===== src/rtl/spi_slave_param.sv =====
`default_nettype none
// ============================================================================
//  Module   : spi_slave_param
//  Brief    : Clock-synchronous SPI slave front end for a small RAM. Receives
//             an R/W bit plus a {opcode[1:0], payload} frame MSB first,
//             validates the opcode against the command phase, and serialises
//             one DATA_W-bit read word back on MISO.
//  Options  : define SPI_SLV_ERR_EN to add the one-cycle err strobe
//             (illegal opcode or SS_n abort).
//  Revision : 1.0 - initial release
// ============================================================================
module spi_slave_param #(
  parameter  int DATA_W  = 8,
  localparam int FRAME_W = DATA_W + 2
) (
  input  logic               clk,
  input  logic               rst,
  input  logic               SS_n,
  input  logic               MOSI,
  input  logic [DATA_W-1:0]  tx_data,
  input  logic               tx_valid,
  output logic               MISO,
  output logic [FRAME_W-1:0] rx_data,
  output logic               rx_valid
`ifdef SPI_SLV_ERR_EN
  ,
  output logic               err
`endif
);

  localparam int                 c_CNT_W      = $clog2(FRAME_W + 1);
  localparam logic [c_CNT_W-1:0] c_CNT_ZERO   = '0;
  localparam logic [c_CNT_W-1:0] c_CNT_ONE    = c_CNT_W'(1);
  localparam logic [c_CNT_W-1:0] c_FRAME_LAST = c_CNT_W'(FRAME_W - 1);
  localparam logic [c_CNT_W-1:0] c_SEND_LAST  = c_CNT_W'(DATA_W - 1);

  typedef enum logic [2:0] {
    S_IDLE      = 3'd0,
    S_CHK_CMD   = 3'd1,
    S_WRITE     = 3'd2,
    S_READ_ADD  = 3'd3,
    S_READ_DATA = 3'd4,
    S_WAIT_TX   = 3'd5,
    S_SEND      = 3'd6,
    S_DONE      = 3'd7
  } state_t;

  state_t               r_state, w_state_nxt;
  logic [c_CNT_W-1:0]   r_cnt, w_cnt_nxt;
  // Holds the first FRAME_W-1 bits; the final bit joins combinationally.
  logic [FRAME_W-2:0]   r_sh, w_sh_nxt;
  logic [DATA_W-1:0]    r_tx, w_tx_nxt;
  logic                 r_rd_pending, w_rd_pending_nxt;
  logic [FRAME_W-1:0]   w_rx_data_nxt;
  logic                 w_rx_valid_nxt;
  logic [FRAME_W-1:0]   w_frame;
  logic [1:0]           w_op;
  logic                 w_op_ok;
`ifdef SPI_SLV_ERR_EN
  logic                 w_err_nxt;
`endif

  // Assemble the complete frame from the stored bits and the bit on MOSI now.
  assign w_frame = {r_sh, MOSI};
  assign w_op    = w_frame[FRAME_W-1 -: 2];

  // MISO carries data only while sending; it is quiet everywhere else.
  assign MISO = (r_state == S_SEND) ? r_tx[DATA_W-1] : 1'b0;

  // Next-state and datapath decisions; an SS_n release outranks everything.
  always_comb begin
    w_state_nxt      = r_state;
    w_cnt_nxt        = r_cnt;
    w_sh_nxt         = r_sh;
    w_tx_nxt         = r_tx;
    w_rd_pending_nxt = r_rd_pending;
    w_rx_data_nxt    = rx_data;
    w_rx_valid_nxt   = 1'b0;
    w_op_ok          = 1'b0;
`ifdef SPI_SLV_ERR_EN
    w_err_nxt        = 1'b0;
`endif
    if (r_state != S_IDLE && SS_n) begin
      // Abort: drop any partial frame; rd_pending survives for a retry.
      w_state_nxt = S_IDLE;
      w_cnt_nxt   = c_CNT_ZERO;
      w_sh_nxt    = '0;
`ifdef SPI_SLV_ERR_EN
      if (r_state inside {S_WRITE, S_READ_ADD, S_READ_DATA, S_WAIT_TX, S_SEND})
        w_err_nxt = 1'b1;
`endif
    end else begin
      case (r_state)
        S_IDLE: begin
          if (!SS_n) w_state_nxt = S_CHK_CMD;
        end
        S_CHK_CMD: begin
          w_cnt_nxt = c_CNT_ZERO;
          if (!MOSI)             w_state_nxt = S_WRITE;
          else if (r_rd_pending) w_state_nxt = S_READ_DATA;
          else                   w_state_nxt = S_READ_ADD;
        end
        S_WRITE, S_READ_ADD, S_READ_DATA: begin
          w_sh_nxt = w_frame[FRAME_W-2:0];
          if (r_cnt == c_FRAME_LAST) begin
            w_cnt_nxt = c_CNT_ZERO;
            case (r_state)
              S_WRITE:    w_op_ok = ~w_op[1];
              S_READ_ADD: w_op_ok = (w_op == 2'b10);
              default:    w_op_ok = (w_op == 2'b11);
            endcase
            if (w_op_ok) begin
              w_rx_data_nxt  = w_frame;
              w_rx_valid_nxt = 1'b1;
              if (r_state == S_READ_ADD) w_rd_pending_nxt = 1'b1;
              w_state_nxt = (r_state == S_READ_DATA) ? S_WAIT_TX : S_DONE;
            end else begin
              w_state_nxt = S_DONE;
`ifdef SPI_SLV_ERR_EN
              w_err_nxt   = 1'b1;
`endif
            end
          end else begin
            w_cnt_nxt = r_cnt + c_CNT_ONE;
          end
        end
        S_WAIT_TX: begin
          if (tx_valid) begin
            w_tx_nxt    = tx_data;
            w_cnt_nxt   = c_CNT_ZERO;
            w_state_nxt = S_SEND;
          end
        end
        S_SEND: begin
          w_tx_nxt = r_tx << 1;
          if (r_cnt == c_SEND_LAST) begin
            w_cnt_nxt        = c_CNT_ZERO;
            w_rd_pending_nxt = 1'b0;
            w_state_nxt      = S_DONE;
          end else begin
            w_cnt_nxt = r_cnt + c_CNT_ONE;
          end
        end
        S_DONE: begin
          // Bits clocked here are ignored; only SS_n release leaves DONE.
        end
        default: w_state_nxt = S_IDLE;
      endcase
    end
  end

  // State, datapath and output registers with synchronous reset.
  always_ff @(posedge clk) begin
    if (rst) begin
      r_state      <= S_IDLE;
      r_cnt        <= c_CNT_ZERO;
      r_sh         <= '0;
      r_tx         <= '0;
      r_rd_pending <= 1'b0;
      rx_data      <= '0;
      rx_valid     <= 1'b0;
`ifdef SPI_SLV_ERR_EN
      err          <= 1'b0;
`endif
    end else begin
      r_state      <= w_state_nxt;
      r_cnt        <= w_cnt_nxt;
      r_sh         <= w_sh_nxt;
      r_tx         <= w_tx_nxt;
      r_rd_pending <= w_rd_pending_nxt;
      rx_data      <= w_rx_data_nxt;
      rx_valid     <= w_rx_valid_nxt;
`ifdef SPI_SLV_ERR_EN
      err          <= w_err_nxt;
`endif
    end
  end

endmodule
`default_nettype wire

===== config.mk =====
export PLATFORM = sky130hd
export DESIGN_NAME = spi_slave_param
export DESIGN_NICKNAME = d
export VERILOG_FILES = /design/src/rtl/spi_slave_param.sv
export SDC_FILE = /design/constraint.sdc
export NUM_CORES = 1
export LEC_CHECK = 0
export BUFFER_PORTS_ARGS = -buffer_cell sky130_fd_sc_hd__buf_2
export CAP_MARGIN = 30
export CORE_ASPECT_RATIO = 0.7
export CORE_MARGIN = 2
export CORE_UTILIZATION = 55
export DETAILED_ROUTE_END_ITERATION = 12
export GPL_TIMING_DRIVEN = 0
export MAX_ROUTING_LAYER = met4
export PLACE_DENSITY = 0.77
export SYNTH_ARGS = -nofsm -noshare
export SYNTH_HDL_FRONTEND = slang
export SYNTH_SLANG_ARGS = --single-unit

===== constraint.sdc =====
create_clock -name clk -period 2.9 [get_ports clk]
set_clock_uncertainty 0.1 [all_clocks]
set_input_delay 0.145 -clock clk [delete_from_list [all_inputs] [get_ports clk]]
set_output_delay 0.145 -clock clk [all_outputs]
set_load 0.05 [all_outputs]

==> qor.yml, run 1 <==
status: "finished, final reports clean"
p_clk_share_pct: 25.3
syn_to_final_growth_pct: 15.3
setup_viol: 0
worst_pin_slew_ns: 0.603
switching_power_w: 0.000503
diodes: 0
clk_pin_slew_ns: 0.07
internal-power_w: 0.000932
postCtsSetupRepairBufs: 0
detail_route.wl_per_cell_um: 13.9
drv_cap: 0
synthDistinctLibCells: 37
required_ns: 2.95
hold_viol_final: 0
cp_slowest_cell: "a2111oi_0"
startpoint_type: "register"
rows: 16
cp_num_buf_inv: 0
drc: 0
period_minus_slack_ns: 1.93
hold_buffers: 0
p_comb_share_pct: 35.1
synth_area_leaders: "dfxtp_1, mux2i_1, nor2_1, a21oi_1, a211oi_1"
cts_resized: 0
cp_top_family: "compound AO/OA/AOI/OAI gates"
viasPerCell: 5.69
setup_tns_ns: 0
cts-root-buf: "clkbuf_8"
worst_r2r_path_depth: 6
sw_frac_of_total_pct: 35.1
syn_inst: 177
grt_pass1_wl_um: 5720
p_leak_nw: 0.822
die_w_um: 69.8
crit_arrival_ns: 1.99
synth.area.mux_share_pct: 15.6
finalPower_w: 0.00144
antenna_found_initial: 0
synth_fp_nets: 192
port_buffers: 24
netlist_area_um2: 1670
drtIter0Drc: 112
slew_headroom_pct: 59.7
rsz0062_at_grt: "no"
grt_max_degree: 11
p_seq_share_pct: 39.6
synthAdderAreaFrac_pct: 1.50
peakVddDrop_mv: 0.358
clock_path_buffers: 2
grt.overflow.total: 0
synth_compound_area_share_pct: 16.4
drive_gt1_share_pct: 23.0
finalNetCount: 223
cts_tree: "built"
hpwl_um: 2410
gp_congestion: 0.821
cts.sinks: 36
grt.total_usage_pct: 21.7
yosys_register_bits: 36
dieArea_um2: 3500
critPathCaptureType: "register"
cts_buffers: 5
seq_area_frac_synth_pct: 43.2
synth_xor_area_share_pct: 0
yosysWarnings: 0
grt_pass1_vias: 1275
timing.rr.end: "r_state[0]"
synth.avg_cell_area_um2: 9.42
io_pins: 25
hold_class: "in -> reg"
min_period_over_period_pct: 66.7
pwr_density_cell_nw_per_um2: 746
hold_path_depth: 3
start_util_pct: 58.7
r2r_setup_slack_ns: 0.97
hp-start: "tx_data[0]"
path_depth: 6
dr_total_vias: 1394
maxSlewViolCount: 0
synth_area_leader_cell: "dfxtp_1"
synth_top_family_by_area: "simple AND/OR/NAND/NOR gates"
rr_startpoint: "r_cnt[0]"
fp.coreArea_um2: 2840
drt-total-wl_um: 3400
ant_nets: 0
crit_chain: "ha_1, nand2_1, o21bai_1, nand3_2, a2111oi_0, a211oi_1"
cp_slowest_stage_delay_ns: 0.43
worstHoldEndpoint: "r_tx[0]"
netlist.area_leader.share_pct: 43.2
worst-path-max-fanout: 5
path_class: "reg -> reg"
clk_latency_ns: 0.29
max_freq_ghz: 0.517
synth-simple-area-share_pct: 17.4
die_h_um: 50.1
firstDrtPassIters: 4
cts-htree-levels: 2
cells in the mapped netlist:
cell,number
dfxtp_1,36
nor2_1,32
mux2i_1,26
a21oi_1,12
a211oi_1,8
nand2_1,8
inv_1,6
buf_6,4
nand3_1,4
buf_2,3
o21ai_0,3
a31o_2,2
a31oi_1,2
and3_1,2
clkbuf_1,2
ha_1,2
nand2b_1,2
nand3b_1,2
nor3_1,2
o21bai_1,2
a2111o_1,1
a2111oi_0,1
a211o_1,1
a211oi_2,1
a32oi_1,1
and3b_1,1
buf_4,1
nand3_2,1
nand4_1,1
nor2_2,1
nor2b_1,1
nor2b_4,1
nor3b_4,1
o21ai_2,1
o21ai_4,1
o21ba_2,1
o41ai_1,1
cell usage in the layout, fill, tap and decap left out:
master	Yosys	layout
a2111o_1	1	1
a2111oi_0	1	1
a211o_1	1	1
a211oi_1	8	8
a211oi_2	1	1
a21oi_1	12	12
a31o_2	2	2
a31oi_1	2	2
a32oi_1	1	1
and3_1	2	2
and3b_1	1	1
buf_2	3	27
buf_4	1	1
buf_6	4	4
clkbuf_1	2	4
clkbuf_8	0	6
dfxtp_1	36	36
ha_1	2	2
inv_1	6	6
mux2i_1	26	26
nand2_1	8	8
nand2b_1	2	2
nand3_1	4	4
nand3_2	1	1
nand3b_1	2	2
nand4_1	1	1
nor2_1	32	32
nor2_2	1	1
nor2b_1	1	1
nor2b_4	1	1
nor3_1	2	2
nor3b_4	1	1
o21ai_0	3	3
o21ai_2	1	1
o21ai_4	1	1
o21ba_2	1	1
o21bai_1	2	2
o41ai_1	1	1
power groups by stage:
| stage | sequential, W | combinational (W) | clock (W) |
|---|---|---|---|
| 2_1_floorplan | 0.000569 | 0.000405 | 0 |
| 3_3_place_gp | 0.000575 | 0.000476 | 0 |
| 3_5_place_dp | 0.000576 | 0.000495 | 0 |
| 4_1_cts | 0.000567 | 0.000499 | 0.000367 |
| 5_1_grt | 0.000573 | 0.000547 | 0.000390 |
| 6_report | 0.000568 | 0.000504 | 0.000363 |
cell type report:
cell class,instances,area (µm²)
Tap cell,36,45.0
Inverter,6,22.5
Clock buffer,8,90.1
Sequential cell,36,721
Multi-Input combinational cell,125,850
Timing Repair Buffer,24,120
Fill cell,241,920
Buffer,10,75.1
stage by stage:
stage	setup slack [ns]	hold WS [ns]	area, µm²	cells	util (%)
after global placement	1.08	0.316	1830	237	64.5
after global routing	0.780	0.0300	1920	245	67.6
final	0.967	0.0110	1920	245	67.6
after CTS	1.00	0.0117	1920	245	67.6
after floorplan	1.20	0.192	1670	177	-
after detailed placement	1.02	0.321	1830	237	64.5
how the worst max path moves through the flow:
stage               slack, ns    endpoint  startpoint
CTS                      1.00  r_state[0]    r_cnt[0]
detailed placement       1.02  r_state[0]    r_cnt[0]
global placement         1.08  r_state[0]    r_cnt[0]
floorplan                1.20        MISO  r_state[1]
global route             0.78  r_state[0]    r_cnt[0]
finish                   0.97  r_state[0]    r_cnt[0]
worst register-to-register path, cell delays in order, from the launching register on:
cell,delay [ns]
dfxtp_1,0.40
ha_1,0.21
nand2_1,0.06
o21bai_1,0.33
nand3_2,0.18
a2111oi_0,0.43
a211oi_1,0.09
registers in the layout, indices dropped and copies added (netlist names):
signal,cells
r_state,3
r_cnt,4
rx_data,10
r_sh,9
rx_valid,1
r_rd_pending,1
r_tx,8
metal layers:
layer / share of wire [%] / vias up / GRT usage, %
met5: 0 / - / -
met4: 2.5 / 0 / 7.05
met3: 6.1 / 11 / 8.18
met2: 44 / 45 / 30.8
met1: 48 / 652 / 28.6
li1: - / 686 / -
logic make-up after synthesis:
family,Yosys count
muxes,26
adders and majority gates,2
buffers and inverters,16
and+or+nand+nor,59
AOI/OAI and AO/OA,38
DFF,36
Power figures use the tool's default switching activity.
==> run 2: changes to the inputs <==
Settings changed: ABC_AREA set to 1.
Clock period 2.9 ns to 1.9 ns, I/O delays scaled along.
==> run 2 against run 1 <==
Final cell count rose by 29%. Register-to-register slack got worse by 0.61 ns. Area after synthesis rose by 4.1%. Count of clock-buffer cells in the layout shrank 2. Routed wire length grew 1.3%. Via count increased by 14%. Sequential share of layout area decreased by 2.0 points. Largest cell class unchanged. Die area is 3.8% higher. Hold slack gained 0.011 ns. Utilization shrank 1.8 points. Critical endpoint is now MISO.
==> qor.yml, run 2 <==
cp_slowest_stage_delay_ns: 0.31  # -0.12 ns
cp_top_family: "buffers and inverters"
hold_slack_ns: 0.0221  # +0.0110 ns
synth.avg_cell_area_um2: 7.11  # -25%
grt.overflow.total: 0  # unchanged
rows: 17  # +1
most-common-layout-cells: "nand2_1, dfxtp_1, a21oi_1, buf_2"
largest_reg_flops: 10  # unchanged
required_ns: 1.70  # -1.25 ns
worst_pin_slew_ns: 0.495  # -0.108 ns
drc: 0  # unchanged
critPathCaptureType: "output port"
synth_fp_nets: 259  # +35%
diodes: 0  # unchanged
detail_route.wl_per_cell_um: 10.9  # -21%
grt.total_usage_pct: 22.1  # +0.39 points
worst-path-max-fanout: 10  # +5
peakVddDrop_mv: 0.752  # +110%
cts.sinks: 36  # unchanged
cp_slowest_cell: "dfxtp_1"
drive_gt1_share_pct: 20.1  # -2.8 points
gp_congestion: 0.862  # +5.0%
synth_flop_cell: "dfxtp_1"
slew_headroom_pct: 67.0  # +7.3 points
yosys_register_bits: 36  # unchanged
synth.most_common_cell: "nand2_1"
cts-root-buf: "clkbuf_8"
switching_power_w: 0.000904  # +80%
ant_nets: 0  # unchanged
dr_total_vias: 1592  # +14%
finalNetCount: 292  # +31%
path_class: "reg -> out"
port_buffers: 24  # unchanged
rsz0062_at_grt: "no"
die_w_um: 71.1  # +1.9%
hold_buffers: 2  # +2
reg_top3: "rx_data (10), r_sh (9), r_tx (8)"
cts_tree: "built"
cp_num_buf_inv: 4  # +4
pwr_density_cell_nw_per_um2: 1210  # +62%
grt_pass1_vias: 1376  # +7.9%
p_leak_nw: 0.895  # +9.0%
crit_chain: "buf_6, inv_1, nand3_1, buf_2, nor2_1, buf_2"
startpoint_type: "register"
setup_viol: 0  # unchanged
die_h_um: 51.0  # +1.8%
viasPerCell: 5.04  # -11%
hpwl_um: 2540  # +5.1%
grt_pass1_wl_um: 6080  # +6.3%
setup_tns_ns: 0  # unchanged
cts_buffers: 5  # unchanged
start_util_pct: 56.3  # -2.4 points
synth_area_leader_cell: "dfxtp_1"
status: "finished, final reports clean"
clk_latency_ns: 0.29  # about the same
postCtsSetupRepairBufs: 0  # unchanged
p_clk_share_pct: 26.5  # +1.2 points
crit_arrival_ns: 1.49  # -0.50 ns
netlist.area_leader.share_pct: 41.5  # -1.7 points
clk_pin_slew_ns: 0.07  # about the same
internal-power_w: 0.00155  # +66%
grt_max_degree: 12  # +1
regMostFlops: "rx_data"
maxSlewViolCount: 0  # unchanged
drt-total-wl_um: 3440  # +1.3%
cts_resized: 0  # unchanged
min_period_over_period_pct: 88.9
fp.coreArea_um2: 3080  # +8.5%
period_minus_slack_ns: 1.69
seq_area_frac_synth_pct: 41.5  # -1.7 points
synth_edf_count: 0  # unchanged
io_pins: 25  # unchanged
antenna_found_initial: 0  # unchanged
clock_path_buffers: 2  # unchanged
dieArea_um2: 3630  # +3.8%
finalPower_w: 0.00245  # +71%
final_util_pct: 65.8  # -1.8 points
yosysWarnings: 0  # unchanged
hold_viol_final: 0  # unchanged
crit_path_frequent_cell: "buf_2"
drv_cap: 0  # unchanged
syn_to_final_growth_pct: 17.0
p_comb_share_pct: 35.2  # about the same
firstDrtPassIters: 4  # unchanged
syn_inst: 244  # +38%
netlist_area_um2: 1740  # +4.1%
sw_frac_of_total_pct: 36.8  # +1.7 points
drtIter0Drc: 132  # +18%
hold_class: "in -> reg"
layout_commonest_cell: "nand2_1"
synthDistinctLibCells: 24  # -35%
cts-htree-levels: 2  # unchanged
p_seq_share_pct: 38.2  # -1.4 points
synth_common_cells: "nand2_1, dfxtp_1, a21oi_1"
async_flop_share_pct: 0  # unchanged
synth_area_leaders: "dfxtp_1, nand2_1, a21oi_1, nand3_1, nor2_1"
max_freq_ghz: 0.592
run 2: area by class of cell:
cell class,count,area [µm²]
clock buffer,6,72.6
multi-input combinational,179,863
tap,38,47.5
inverter,20,77.6
buffer,9,73.8
sequential,36,721
timing repair buffer,26,140
clock inverter,2,35.0
fill,291,1050
run 2: kinds of logic (layout without fill, tap and decap cells):
kind of cell | count (synthesis) | in the layout | synth area share (%)
flops | 36 | 36 | 41.5
fa+ha+maj | 2 | 2 | 1.44
buf+inv | 29 | 63 | 8.72
simple gates | 130 | 130 | 34.2
xor+xnor | 1 | 1 | 0.505
compound gates | 46 | 46 | 13.6
run 2: per-layer routing:
layer	GRT usage, %	part of all wire [%]
met5	-	0
met1	31.1	54
met2	30.1	40
met3	6.51	5.2
met4	7.55	1.5
run 2: path summary, 6_finish.rpt:
path               from         end  slack [ns]  cells after the start
min reg2reg  rx_data[3]  rx_data[3]        0.36                      2
max reg2reg  r_state[1]  rx_data[5]        0.36                     11
min                MOSI  rx_data[0]        0.02                      3
max          r_state[0]        MISO        0.21                      6
run 2: power groups by stage:
stage	combinational [W]	sequential (W)	clock, W
final	0.000865	0.000938	0.000651
after global routing	0.000979	0.000951	0.000705
after CTS	0.000858	0.000938	0.000668
after detailed placement	0.000852	0.000954	0
after global placement	0.000842	0.000952	0
after floorplan	0.000698	0.000938	0
run 2: worst min-delay path: cells and delay by family:
family	cells	cell delay, ns
AO/OA/AOI/OAI	1	0.06
buffers and inverters	1	0.12
AND/OR/NAND/NOR	1	0.09
run 2: metrics by stage:
step	area, µm²	worst slack [ns]	instances
after floorplan	1740	0.285	244
after global placement	1900	0.388	306
after detailed placement	1900	0.387	306
after CTS	2030	0.196	316
after global routing	2030	0.0915	316
final	2030	0.211	316
==> run 3: changes to the inputs <==
--- a/config.mk
+++ b/config.mk
@@ -7,5 +7,5 @@
 export LEC_CHECK = 0
 export ABC_AREA = 1
-export BUFFER_PORTS_ARGS = -buffer_cell sky130_fd_sc_hd__buf_2
+export BUFFER_PORTS_ARGS = -buffer_cell sky130_fd_sc_hd__buf_4
 export CAP_MARGIN = 30
 export CORE_ASPECT_RATIO = 0.7
==> constraint.sdc (replaced) <==
create_clock -name clk -period 1.9 [get_ports clk]
set_clock_uncertainty 0.1 [all_clocks]
set_input_delay 0 -clock clk [delete_from_list [all_inputs] [get_ports clk]]
set_output_delay 0 -clock clk [all_outputs]
set_load 0.05 [all_outputs]
==> run 3 against run 2 <==
The flow now finishes with violations (hold timing). Total power up 1.5%. First-iteration DRC count is 4.5% higher. Clock power up 2%. Maximum frequency grew 9.3%. Combinational power up 2.4%. Non-clock buffer count increased by 8. Via count is 2.4% higher. Final cell count is 2.5% higher. Routed wire length rose by 6.8%. Sequential share of layout area is 2.3 points lower. Critical endpoint unchanged.
==> qor.yml, run 3 (synthesis gave the netlist of run 2 again) <==
layout_commonest_cell: "nand2_1"
clk_latency_ns: 0.29  # about the same
dp.cells: 306  # unchanged
p_leak_nw: 0.936  # +4.6%
antenna_found_initial: 0  # unchanged
cts_resized: 0  # unchanged
dieArea_um2: 3630  # unchanged
viasPerCell: 5.03  # about the same
hpwl_um: 2590  # +2.1%
status: "finished with violations"
grt_pass1_wl_um: 6230  # +2.5%
final_cells: 324  # +2.5%
rsz0062_at_grt: "no"
hold_class: "in -> reg"
required_ns: 1.80  # +0.10 ns
pre_cts_ws_ns: 0.376  # -0.0108 ns
setup_ws_ns: 0.355  # +0.144 ns
grt_max_degree: 13  # +1
detail_route.wl_per_cell_um: 11.3  # +4.2%
setup_viol: 0  # unchanged
placed_cell_area_um2: 1960  # +3.2%
drtIter0Drc: 138  # +4.5%
peakVddDrop_mv: 0.765  # +1.8%
period_minus_slack_ns: 1.54  # -0.144 ns
cts_tree: "built"
violations: "hold timing"
hold_slack_ns: -0.00252  # -0.0246 ns
crit_chain: "buf_6, inv_1, nand3_1, buf_2, nor2_1, buf_4"
clk_pin_slew_ns: 0.07  # about the same
cp_slowest_stage_delay_ns: 0.31  # about the same
most-common-layout-cells: "nand2_1, dfxtp_1, a21oi_1, buf_4"
clock_path_buffers: 2  # unchanged
path_class: "reg -> out"
drv_cap: 0  # unchanged
startpoint_type: "register"
dr_total_vias: 1631  # +2.4%
finalNetCount: 300  # +2.7%
min_period_over_period_pct: 81.3  # -7.6 points
cts.sinks: 36  # unchanged
firstDrtPassIters: 4  # unchanged
setup_tns_ns: 0  # unchanged
finalPower_w: 0.00249  # +1.5%
reg_top3: "rx_data (10), r_sh (9), r_tx (8)"
cp_slowest_cell: "dfxtp_1"
cts-root-buf: "clkbuf_8"
fp.coreArea_um2: 3080  # unchanged
largest_reg_flops: 10  # unchanged
critPathCaptureType: "output port"
syn_to_final_growth_pct: 25.3
drive_gt1_share_pct: 19.9  # -0.21 points
die_h_um: 51.0  # unchanged
hold_viol_final: 1  # +1
slew_headroom_pct: 67.4  # +0.39 points
worst-path-max-fanout: 10  # unchanged
max_freq_ghz: 0.647  # +9.3%
rows: 17  # unchanged
hold_path_depth: 5  # +2
grt_pass1_vias: 1442  # +4.8%
pwr_density_cell_nw_per_um2: 1150  # -5.2%
grt.total_usage_pct: 22.4  # +0.28 points
diodes: 0  # unchanged
cts_buffers: 5  # unchanged
postCtsSetupRepairBufs: 0  # unchanged
die_w_um: 71.1  # unchanged
worst_pin_slew_ns: 0.489  # -0.00582 ns
maxSlewViolCount: 0  # unchanged
regMostFlops: "rx_data"
gp_congestion: 0.872  # +1.1%
cts-htree-levels: 2  # unchanged
worst_r2r_path_depth: 10  # -1
io_pins: 25  # unchanged
port_buffers: 24  # unchanged
drt-total-wl_um: 3680  # +6.8%
grt.overflow.total: 0  # unchanged
ant_nets: 0  # unchanged
design_area_um2: 2170  # +7.1%
crit_arrival_ns: 1.44  # -0.05 ns
drc: 0  # unchanged
start_util_pct: 56.3  # unchanged
-- run 3: routing by layer --
| metal | track usage [%] | vias up | wire length (µm) |
|---|---|---|---|
| met5 | - | - | 0 |
| met3 | 5.33 | 5 | 144 |
| met2 | 31.6 | 30 | 1600 |
| li1 | - | 873 | - |
| met4 | 6.92 | 0 | 35 |
| met1 | 31.6 | 723 | 1890 |
-- run 3: area by class of cell --
| type | instances | area, µm² |
|---|---|---|
| inverters | 20 | 77.6 |
| clock buffers | 5 | 68.8 |
| fillers | 281 | 910 |
| repair buffers | 34 | 280 |
| clock inverters | 3 | 42.5 |
| well taps | 38 | 47.5 |
| multi-input cells | 179 | 863 |
| plain buffers | 9 | 73.8 |
| flip-flops and latches | 36 | 721 |
-- run 3: final timing paths --
| path | start | endpoint | slack [ns] |
|---|---|---|---|
| worst min-delay path | tx_data[1] | r_tx[1] | -0.003 |
| worst min register to register | r_tx[7] | r_tx[7] | 0.35 |
| worst max register to register | r_state[0] | rx_data[9] | 0.36 |
| worst max-delay path | r_state[0] | MISO | 0.36 |
-- run 3: what timing repair did --
item | 4_1_cts | 5_1_grt
endpoints found under the hold margin | 18 | 0
endpoints found under the setup margin | 0 | 0
hold buffers | 10 | 0
-- run 3: critical path: cells and delay by family, from the launching register on --
family / cells / cell delay [ns]
buffers and inverters: 4 / 0.63
DFF: 1 / 0.31
and+or+nand+nor: 2 / 0.20
-- run 3: power by group --
group          internal (W)  switching, W
combinational      0.000314      0.000572
clock              0.000388      0.000279
sequential         0.000866     0.0000739
total               0.00157      0.000924
-- run 3: stage by stage --
step	util (%)	hold WS [ns]
after floorplan	-	-0.0309
after global placement	63.7	0.0823
after detailed placement	63.7	0.0887
after CTS	70.5	0.000673
after global routing	70.5	0.0463
final	70.5	-0.00252
